`src/rtl/fmul_pkg.sv`:
```
// Shared widths, saturation constant and round-robin picker for the
// time-shared fixed-point multiplier.
package fmul_pkg;
  localparam int IW     = 8;
  localparam int FW     = 8;
  localparam int NREQ   = 4;
  localparam int OPW    = IW + FW;
  localparam int PW     = 2 * OPW;
  localparam int IDW    = $clog2(NREQ);
  localparam int MAXREQ = 8;
  localparam logic [OPW-1:0] SAT = '1;

  // One-hot grant: first set bit of valid[n-1:0] searching upward from ptr with wrap.
  function automatic logic [MAXREQ-1:0] rr_pick(input logic [MAXREQ-1:0] valid,
                                                input int ptr, input int n);
    logic [MAXREQ-1:0] gnt;
    logic              found;
    logic [2:0]        idx;
    gnt   = '0;
    found = 1'b0;
    for (int k = 0; k < MAXREQ; k++) begin
      idx = 3'((ptr + k) % n);
      if (k < n && !found && valid[idx]) begin
        gnt[idx] = 1'b1;
        found    = 1'b1;
      end
    end
    return gnt;
  endfunction
endpackage

```
`src/rtl/fixed_mult.sv`:
```
// Raw unsigned IW.FW x IW.FW multiply, full 2IW.2FW product.
module fixed_mult #(
  parameter int IW = fmul_pkg::IW,
  parameter int FW = fmul_pkg::FW
) (
  input  logic [IW-1:0]          ai,
  input  logic [FW-1:0]          af,
  input  logic [IW-1:0]          bi,
  input  logic [FW-1:0]          bf,
  output logic [2*(IW+FW)-1:0]   p
);
  import fmul_pkg::*;
  localparam int W = IW + FW;

  logic [2*W-1:0] a_x, b_x;

  assign a_x = {{W{1'b0}}, ai, af};
  assign b_x = {{W{1'b0}}, bi, bf};
  assign p   = a_x * b_x;
endmodule

```
`src/rtl/fmul_share_arb.sv`:
```
// Round-robin arbiter sharing one fixed-point multiplier among NREQ clients,
// LAT-stage pipeline with a global stall driven by response backpressure.
module fmul_share_arb #(
  parameter int NREQ = fmul_pkg::NREQ,
  parameter int IW   = fmul_pkg::IW,
  parameter int FW   = fmul_pkg::FW,
  parameter int LAT  = 2
) (
  input  logic                      clk,
  input  logic                      rst,
  input  logic [NREQ-1:0]           req_valid,
  output logic [NREQ-1:0]           req_ready,
  input  logic [NREQ*(IW+FW)-1:0]   req_a,
  input  logic [NREQ*(IW+FW)-1:0]   req_b,
  output logic                      rsp_valid,
  input  logic                      rsp_ready,
  output logic [$clog2(NREQ)-1:0]   rsp_id,
  output logic [IW+FW-1:0]          rsp_data,
  output logic                      rsp_ovf,
  output logic                      busy
);
  import fmul_pkg::*;
  localparam int OPW  = IW + FW;
  localparam int PW   = 2 * OPW;
  localparam int IDW  = $clog2(NREQ);
  // Stage that captures the product: the single register when LAT=1, else stage 2.
  localparam int RSTG = (LAT == 1) ? 1 : 2;

  logic                stall, xfer, ovf_c;
  logic [NREQ-1:0]     gnt;
  logic [IDW-1:0]      gid, rr_ptr;
  logic [MAXREQ-1:0]   v8, pick;
  logic [OPW-1:0]      ga, gb, ma, mb, res_c;
  logic [PW-1:0]       p;

  logic [LAT:1]        vld_pipe;
  logic [IDW-1:0]      id_pipe  [LAT:1];
  logic [OPW-1:0]      dat_pipe [LAT:RSTG];
  logic                ovf_pipe [LAT:RSTG];

  assign rsp_valid = vld_pipe[LAT];
  assign rsp_id    = id_pipe[LAT];
  assign rsp_data  = dat_pipe[LAT];
  assign rsp_ovf   = ovf_pipe[LAT];
  assign busy      = |vld_pipe;
  assign stall     = rsp_valid & ~rsp_ready;

  always_comb begin
    v8             = '0;
    v8[NREQ-1:0]   = req_valid;
    pick           = rr_pick(v8, int'(rr_ptr), NREQ);
    gnt            = (stall || rst) ? '0 : pick[NREQ-1:0];
    gid            = '0;
    for (int i = 0; i < NREQ; i++)
      if (gnt[i]) gid = IDW'(i);
  end

  assign req_ready = gnt;
  assign xfer      = |gnt;
  assign ga        = req_a[int'(gid)*OPW +: OPW];
  assign gb        = req_b[int'(gid)*OPW +: OPW];

  generate
    if (LAT == 1) begin : g_direct
      assign ma = ga;
      assign mb = gb;
    end else begin : g_s1
      logic [OPW-1:0] a_s1, b_s1;
      always_ff @(posedge clk or posedge rst) begin
        if (rst) begin
          a_s1 <= '0;
          b_s1 <= '0;
        end else if (xfer) begin
          a_s1 <= ga;
          b_s1 <= gb;
        end
      end
      assign ma = a_s1;
      assign mb = b_s1;
    end
  endgenerate

  fixed_mult #(.IW(IW), .FW(FW)) u_fixed_mult (
    .ai (ma[OPW-1:FW]),
    .af (ma[FW-1:0]),
    .bi (mb[OPW-1:FW]),
    .bf (mb[FW-1:0]),
    .p  (p)
  );

  // Any set bit above the IW.FW window means the value cannot be represented.
  assign ovf_c = |p[PW-1:IW+2*FW];
  assign res_c = ovf_c ? '1 : p[FW +: OPW];

  always_ff @(posedge clk or posedge rst) begin
    if (rst) begin
      rr_ptr <= '0;
    end else if (xfer) begin
      rr_ptr <= (int'(gid) == NREQ-1) ? '0 : IDW'(gid + 1'b1);
    end
  end

  // Whole pipe freezes on stall, bubbles included.
  always_ff @(posedge clk or posedge rst) begin
    if (rst) begin
      vld_pipe <= '0;
      for (int k = 1; k <= LAT; k++) id_pipe[k] <= '0;
      for (int k = RSTG; k <= LAT; k++) begin
        dat_pipe[k] <= '0;
        ovf_pipe[k] <= 1'b0;
      end
    end else if (!stall) begin
      vld_pipe[1]    <= xfer;
      id_pipe[1]     <= gid;
      dat_pipe[RSTG] <= res_c;
      ovf_pipe[RSTG] <= ovf_c;
      for (int k = 2; k <= LAT; k++) begin
        vld_pipe[k] <= vld_pipe[k-1];
        id_pipe[k]  <= id_pipe[k-1];
      end
      for (int k = RSTG + 1; k <= LAT; k++) begin
        dat_pipe[k] <= dat_pipe[k-1];
        ovf_pipe[k] <= ovf_pipe[k-1];
      end
    end
  end
endmodule
```
`config.mk`:
```
export PLATFORM = sky130hd
export DESIGN_NAME = fmul_share_arb
export DESIGN_NICKNAME = d
export VERILOG_FILES = /design/src/rtl/fmul_pkg.sv /design/src/rtl/fixed_mult.sv /design/src/rtl/fmul_share_arb.sv
export SDC_FILE = /design/constraint.sdc
export NUM_CORES = 1
export LEC_CHECK = 0
export CAP_MARGIN = 20
export CORE_AREA = 2 2 210 109
export DETAILED_ROUTE_END_ITERATION = 10
export DIE_AREA = 0 0 212 111
export PLACE_DENSITY_LB_ADDON = 0.12
export SLEW_MARGIN = 40
export SYNTH_ARGS = -nofsm -noshare
export SYNTH_HDL_FRONTEND = slang
export SYNTH_SLANG_ARGS = --single-unit
```
`constraint.sdc`:
```
create_clock -name clk -period 7.5 [get_ports clk]
set_input_delay 1.875 -clock clk [delete_from_list [all_inputs] [get_ports clk]]
set_output_delay 1.875 -clock clk [all_outputs]
set_load 0.01 [all_outputs]
```
Word-level counts from Yosys, hierarchy flattened
Index checks and enable logic that the tools add are counted.
{ "op_classes": {"add_sub_neg": 4, "mul": 1, "n_lt_le_gt_ge": 8, "eq_ne": 1, "shift": 2, "mux": 29, "bitwise_logic": 8, "reduce_logical": 17} }
{ "op_table": {"columns": ["operator", "n"], "rows": [
  ["64-bit by 7-bit variable part select with 16-bit output", 2],
  ["16-bit by 16-bit multiplier with 32-bit output", 1],
  ["4-bit 2-to-1 mux", 5],
  ["16-bit 2-to-1 mux", 1],
  ["3-bit by 4-bit < comparator with 1-bit output (second input constant)", 3],
  ["1-bit 2-to-1 mux", 12],
  ["4-bit bitwise OR", 3],
  ["1-bit binary-select mux with 3-bit select", 3],
  ["1-bit demux with 3-bit select", 3],
  ["3-bit by 1-bit >= comparator with 1-bit output (second input constant)", 3],
  ["2-bit OR reduction", 4],
  ["8-bit OR reduction", 1],
  ["1-bit logical AND", 7],
  ["2-bit 2-to-1 mux", 3],
  ["2-bit by 1-bit adder with 2-bit output (second input constant)", 2],
  ["2-bit adder (second input constant)", 2],
  ["2-bit by 4-bit < comparator with 1-bit output (second input constant)", 1],
  ["4-bit OR reduction", 1],
  ["1-bit AND (first input constant)", 3],
  ["1-bit logical NOT", 3],
  ["1-bit binary-select mux with 2-bit select", 1],
  ["1-bit demux with 2-bit select", 1],
  ["2-bit by 1-bit equality test with 1-bit output (second input constant)", 1],
  ["2-bit by 1-bit >= comparator with 1-bit output (second input constant)", 1],
  ["other kinds (3)", 3]
]} }
{ "word_totals": {"reg_bits": 57, "inputBits": 135} }

Longest topological paths before layout
{ "logic_depth": {"ltp_word": 19, "ltp_mapped": 25, "depth_no_buf": 21} }

Modules after synthesis
A second synthesis with hierarchy kept.
{ "hier_totals": {"hier_cells": 1300, "hier_area_um2": 12014.0} }
{ "by_module_without_submodules": {"columns": ["module", "instances", "cells_per_inst", "area_each_um2"], "rows": [
  ["fixed_mult", 1, 984, 8535.7],
  ["fmul_share_arb", 1, 316, 3478.3]
]} }

Least setup slack after synthesis
Ideal clock, no wire load.
{ "synth_timing": {"path_kind": "reg-to-reg", "start": "register g_s1.b_s1[9]", "end": "register dat_pipe, in the netlist rsp_data[0]", "setup_ns": 0.143, "arrival_ns": 6.233, "required_time_ns": 7.357, "setup_slack_ns": 1.125, "stages_incl_launch_ff": 26, "path_buffers": 4, "cell_sequence": "dfrtp_1 clkbuf_1 clkbuf_1 nand2_1 fa_1 inv_1 fa_1 inv_1 fa_1 inv_1 fa_1 fa_1 inv_1 fa_1 inv_1 ha_1 buf_2 a21oi_2 nand2_1 a221oi_1 nand2_1 a2111o_1 o211ai_1 nor4b_4 buf_6 a31oi_2"} }
{ "synth_between": {"elab_chain_cells": 3} }
{ "synth_rtl": {"columns": ["element", "line", "source"], "rows": [
  ["start: declaration", "fmul_share_arb.sv:68", "logic [OPW-1:0] a_s1, b_s1;"],
  ["start signal: assignment", "fmul_share_arb.sv:75", "b_s1 <= gb;"],
  ["16-bit by 16-bit multiplier with 32-bit output", "fixed_mult.sv:19", "assign p = a_x * b_x;"],
  ["8-bit OR reduction", "fmul_share_arb.sv:92", "assign ovf_c = |p[PW-1:IW+2*FW];"],
  ["16-bit 2-to-1 mux", "fmul_share_arb.sv:93", "assign res_c = ovf_c ? '1 : p[FW +: OPW];"],
  ["end signal: indexed assignment", "fmul_share_arb.sv:115", "dat_pipe[RSTG] <= res_c;"],
  ["end signal: indexed assignment", "fmul_share_arb.sv:122", "dat_pipe[k] <= dat_pipe[k-1];"],
  ["end: declaration", "fmul_share_arb.sv:38", "logic [OPW-1:0] dat_pipe [LAT:RSTG];"]
]} }
No other way between the ends.
A chain may end at the register's enable or synchronous reset.

Worst setup path in the final report
{ "layout_timing": {"start": "register g_s1.b_s1[9]", "end": "register dat_pipe, in the netlist rsp_data[5]"} }
{ "layout_between": {"elab_chain_cells": 3} }
{ "layout_rtl": {"columns": ["element", "line"], "rows": [
  ["16-bit by 16-bit multiplier with 32-bit output *", "fixed_mult.sv:19"],
  ["8-bit OR reduction", "fmul_share_arb.sv:92"],
  ["16-bit 2-to-1 mux *", "fmul_share_arb.sv:93"]
]} }
Every way passes the cells marked *; elsewhere a longest branch is shown, timed or not.

==> results by group <==
Setup path
  – Worst endpoint data arrival time: 7.26 ns
  – FF-to-FF setup slack: 0.44 ns
  – Worst r2r src: g_s1.b_s1[9]
  – Critical path class: reg -> reg
  – Critical Path Fanout Max: 17
  – Worst EP required: 7.70 ns
  – FF-to-FF End: rsp_data[5]
  – Worst r2r path cells: 22
  – CP Capture Type: flop
  – Critical path startpoint category: flop

STA
  – Max Clock Skew: 0.006504 ns
  – Tcrit/Tclk final: 94.16%
  – Final Hold Slack: 0.4700 ns
  – Final TNS setup: 0 ns
  – FMAX: 141.6 MHz
  – Unrepaired setup endpoints after global routing: no
  – Finish-stage setup viols: 0
  – Hold Vio Cnt, Final: 0
  – Tmin final: 7.062 ns
  – Worst slew pin tran: roughly 0.85 ns
  – Slew Limit Fails: 0
  – Rel. slew slack: 43.08%

Synthesis
  – Synthesized instance count: 1400
  – Unique masters post-synth: 70
  – Warnings, synthesis: 0
  – Post-synth EDFFs: 0
  – Top cell type's share of synthesized area: between 30% and 40%
  – Most frequent cell after synthesis: inv_1
  – Async set or reset register ratio after synthesis: 100.0%
  – Synth area leader: fa_1
  – Synth top cells by count: 240 x inv_1, 193 x fa_1, 162 x nand2_1
  – Post-synth top flop: dfrtp_1
  – Avg Cell Area, Syn: ~9 sq um
  – Top post-synthesis cells by area: fa_1 31%, dfrtp_1 12%, ha_1 11%
  – Syn nets: 1837
  – Synth Register Bits: 57
  – Seq/Total Area, Yosys: 11.53%
  – Cell area after synthesis: 0.01238 sq mm

Floorplan
  – Chip Width: 212 um
  – I/O pins: 160
  – Die Y: between 100 and 150 um
  – CORE AREA: roughly 0.022 sq mm
  – Row Count: 39
  – Initial core utilization: 56.23%
  – Die area: 0.02353 sq mm

GRT
  – GRT Max-Usage Layer: met1
  – Total grt overflow: 0
  – Initial antenna violation count: 0
  – Largest net degree at the start of global routing: 69
  – Vias in the first global route: 10440
  – GRT Total Usage: 33.62%
  – Met2 track demand over resource: 43.69%
  – First-pass GRT wire length: 59520 um
  – GR Util met3: 14.42%
  – M1 GR Usage: slightly above 50%

Cells and area
  – Finished Cell Area: 0.01444 sq mm
  – Layout cells sized above 1: 4.319%
  – Net total in the final layout: 1937
  – Layout area overhead: 16.71%
  – Final core occ: 65.63%
  – Antenna cells: 0

Drt
  – Vias per cell: 5.790
  – DRC: 0
  – Routed WL: around 38000 um
  – Initial drt markers: 1103
  – Drt pass-1 iters: 6
  – Wirelength per Cell: between 20 and 25 um
  – Via count: 10491
  – Post-DRT Antenna Nets: 0

Placed design
  – Port Buffer Count: between 150 and 200
  – Post-DP Area: 0.01411 sq mm
  – GP Congestion: around 0.94
  – Dpl hpwl: 30410 um

Clock tree
  – Post-CTS setup buffer count: 0
  – CTS hold repair buffers: 0
  – CTS root buf: clkbuf_16
  – CTS tree: built
  – Cts bufs inserted: 9
  – Clock sinks: 57
  – Clk_lat worst skew: 0.34 ns
  – Longest Clk Path Bufs: 2
  – Clk slew on worst S/H paths: around 0.060 ns
  – H-tree depth: 3

Min path
  – Worst Hold Class: reg -> reg
  – Hold wc startpoint: rsp_id[0]
  – Worst Hold End: rsp_id[0]
  – Worst Hold Depth: 2

Outcome
  – Outcome: complete, no violations

Job
  – MaxCap Viol Count: 0
==> per-layer routing <==
| metal | vias up | part of all wire (%) |
|---|---|---|
| li1 | 4762 | - |
| met1 | 5089 | 46 |
| met2 | 593 | 39 |
| met3 | 45 | 14 |
| met4 | 2 | 1.4 |
| met5 | - | 0.28 |
==> cells in the final DEF (no fill, tap or decap), drive strengths merged, types with 8 or more instances in the layout <==
| cell type | count |
|---|---|
| a21boi | 32 |
| a21o | 8 |
| a21oi | 43 |
| a311oi | 32 |
| a31oi | 18 |
| and2 | 139 |
| buf | 18 |
| clkbuf | 11 |
| clkdlybuf4s50 | 159 |
| dfrtp | 57 |
| fa | 193 |
| ha | 109 |
| inv | 240 |
| mux2i | 32 |
| nand2 | 162 |
| nand3 | 10 |
| nand4 | 13 |
| nor2 | 36 |
| o21ai | 56 |
| o22ai | 33 |
| xnor2 | 12 |
| xor2 | 9 |
==> sequential cells by signal, indices dropped and copies added, names as in the netlist <==
| name | count |
|---|---|
| id_pipe | 2 |
| rr_ptr | 2 |
| g_s1.b_s1 | 16 |
| rsp_ovf | 1 |
| rsp_data | 16 |
| vld_pipe | 2 |
| rsp_id | 2 |
| g_s1.a_s1 | 16 |
==> area by class of cell <==
cell class              count  area, sq um
clock buffers              11        252.7
clock inverters             5        77.57
fillers                  1839         7564
inverters                 240        900.9
multi-input cells        1015         9671
flip-flops and latches     57         1428
well taps                 307        384.1
repair buffers            177         1730
==> cells by family (layout without fill, tap and decap cells) <==
family	after synthesis	in the layout	share of synthesized area, %
flops	57	57	11.53
xor+xnor	21	21	1.486
buf+inv	328	433	10.60
fa+ha+maj	302	302	42.24
mux	35	35	3.043
simple gates	393	393	16.01
compound gates	264	264	15.09
==> critical path, cell delays in order (launching register included) <==
cell       delay, ns
dfrtp_1         0.89
nand2_1         0.15
fa_1            0.62
inv_1           0.09
fa_1            0.51
inv_1           0.05
fa_1            0.53
inv_1           0.05
fa_1            0.44
fa_1            0.49
inv_1           0.05
fa_1            0.47
inv_1           0.04
ha_1            0.41
a21oi_2         0.12
o211ai_1        0.24
a41oi_1         0.23
a2111oi_0       0.60
o21a_1          0.20
o2bb2ai_2       0.09
nor4b_4         0.21
buf_4           0.29
a31oi_2         0.12
==> stage by stage <==
step                setup WS (ns)  cells
floorplan                   1.125   1400
global placement           0.5713   1796
detailed placement         0.5334   1796
CTS                        0.4551   1812
global route               0.1218   1812
finish                     0.4381   1812
==> worst max-delay path by stage <==
stage / startpoint / end / slack, ns
global route: g_s1.a_s1[7] / rsp_data[13] / 0.12
floorplan: g_s1.b_s1[9] / rsp_data[0] / 1.12
global placement: g_s1.b_s1[7] / rsp_data[15] / 0.57
finish: g_s1.b_s1[9] / rsp_data[5] / 0.44
detailed placement: g_s1.b_s1[7] / rsp_data[5] / 0.53
CTS: g_s1.b_s1[7] / rsp_data[5] / 0.46
==> timing repair <==
item / 4_1_cts / 5_1_grt
setup endpoints to repair: 0 / 3
hold endpoints to repair: 0 / 0
resized for setup: 0 / 1
Power is left out: the tool's default activity adds up to more than one toggle a clock period on the data nets, which glitch-free logic cannot reach.
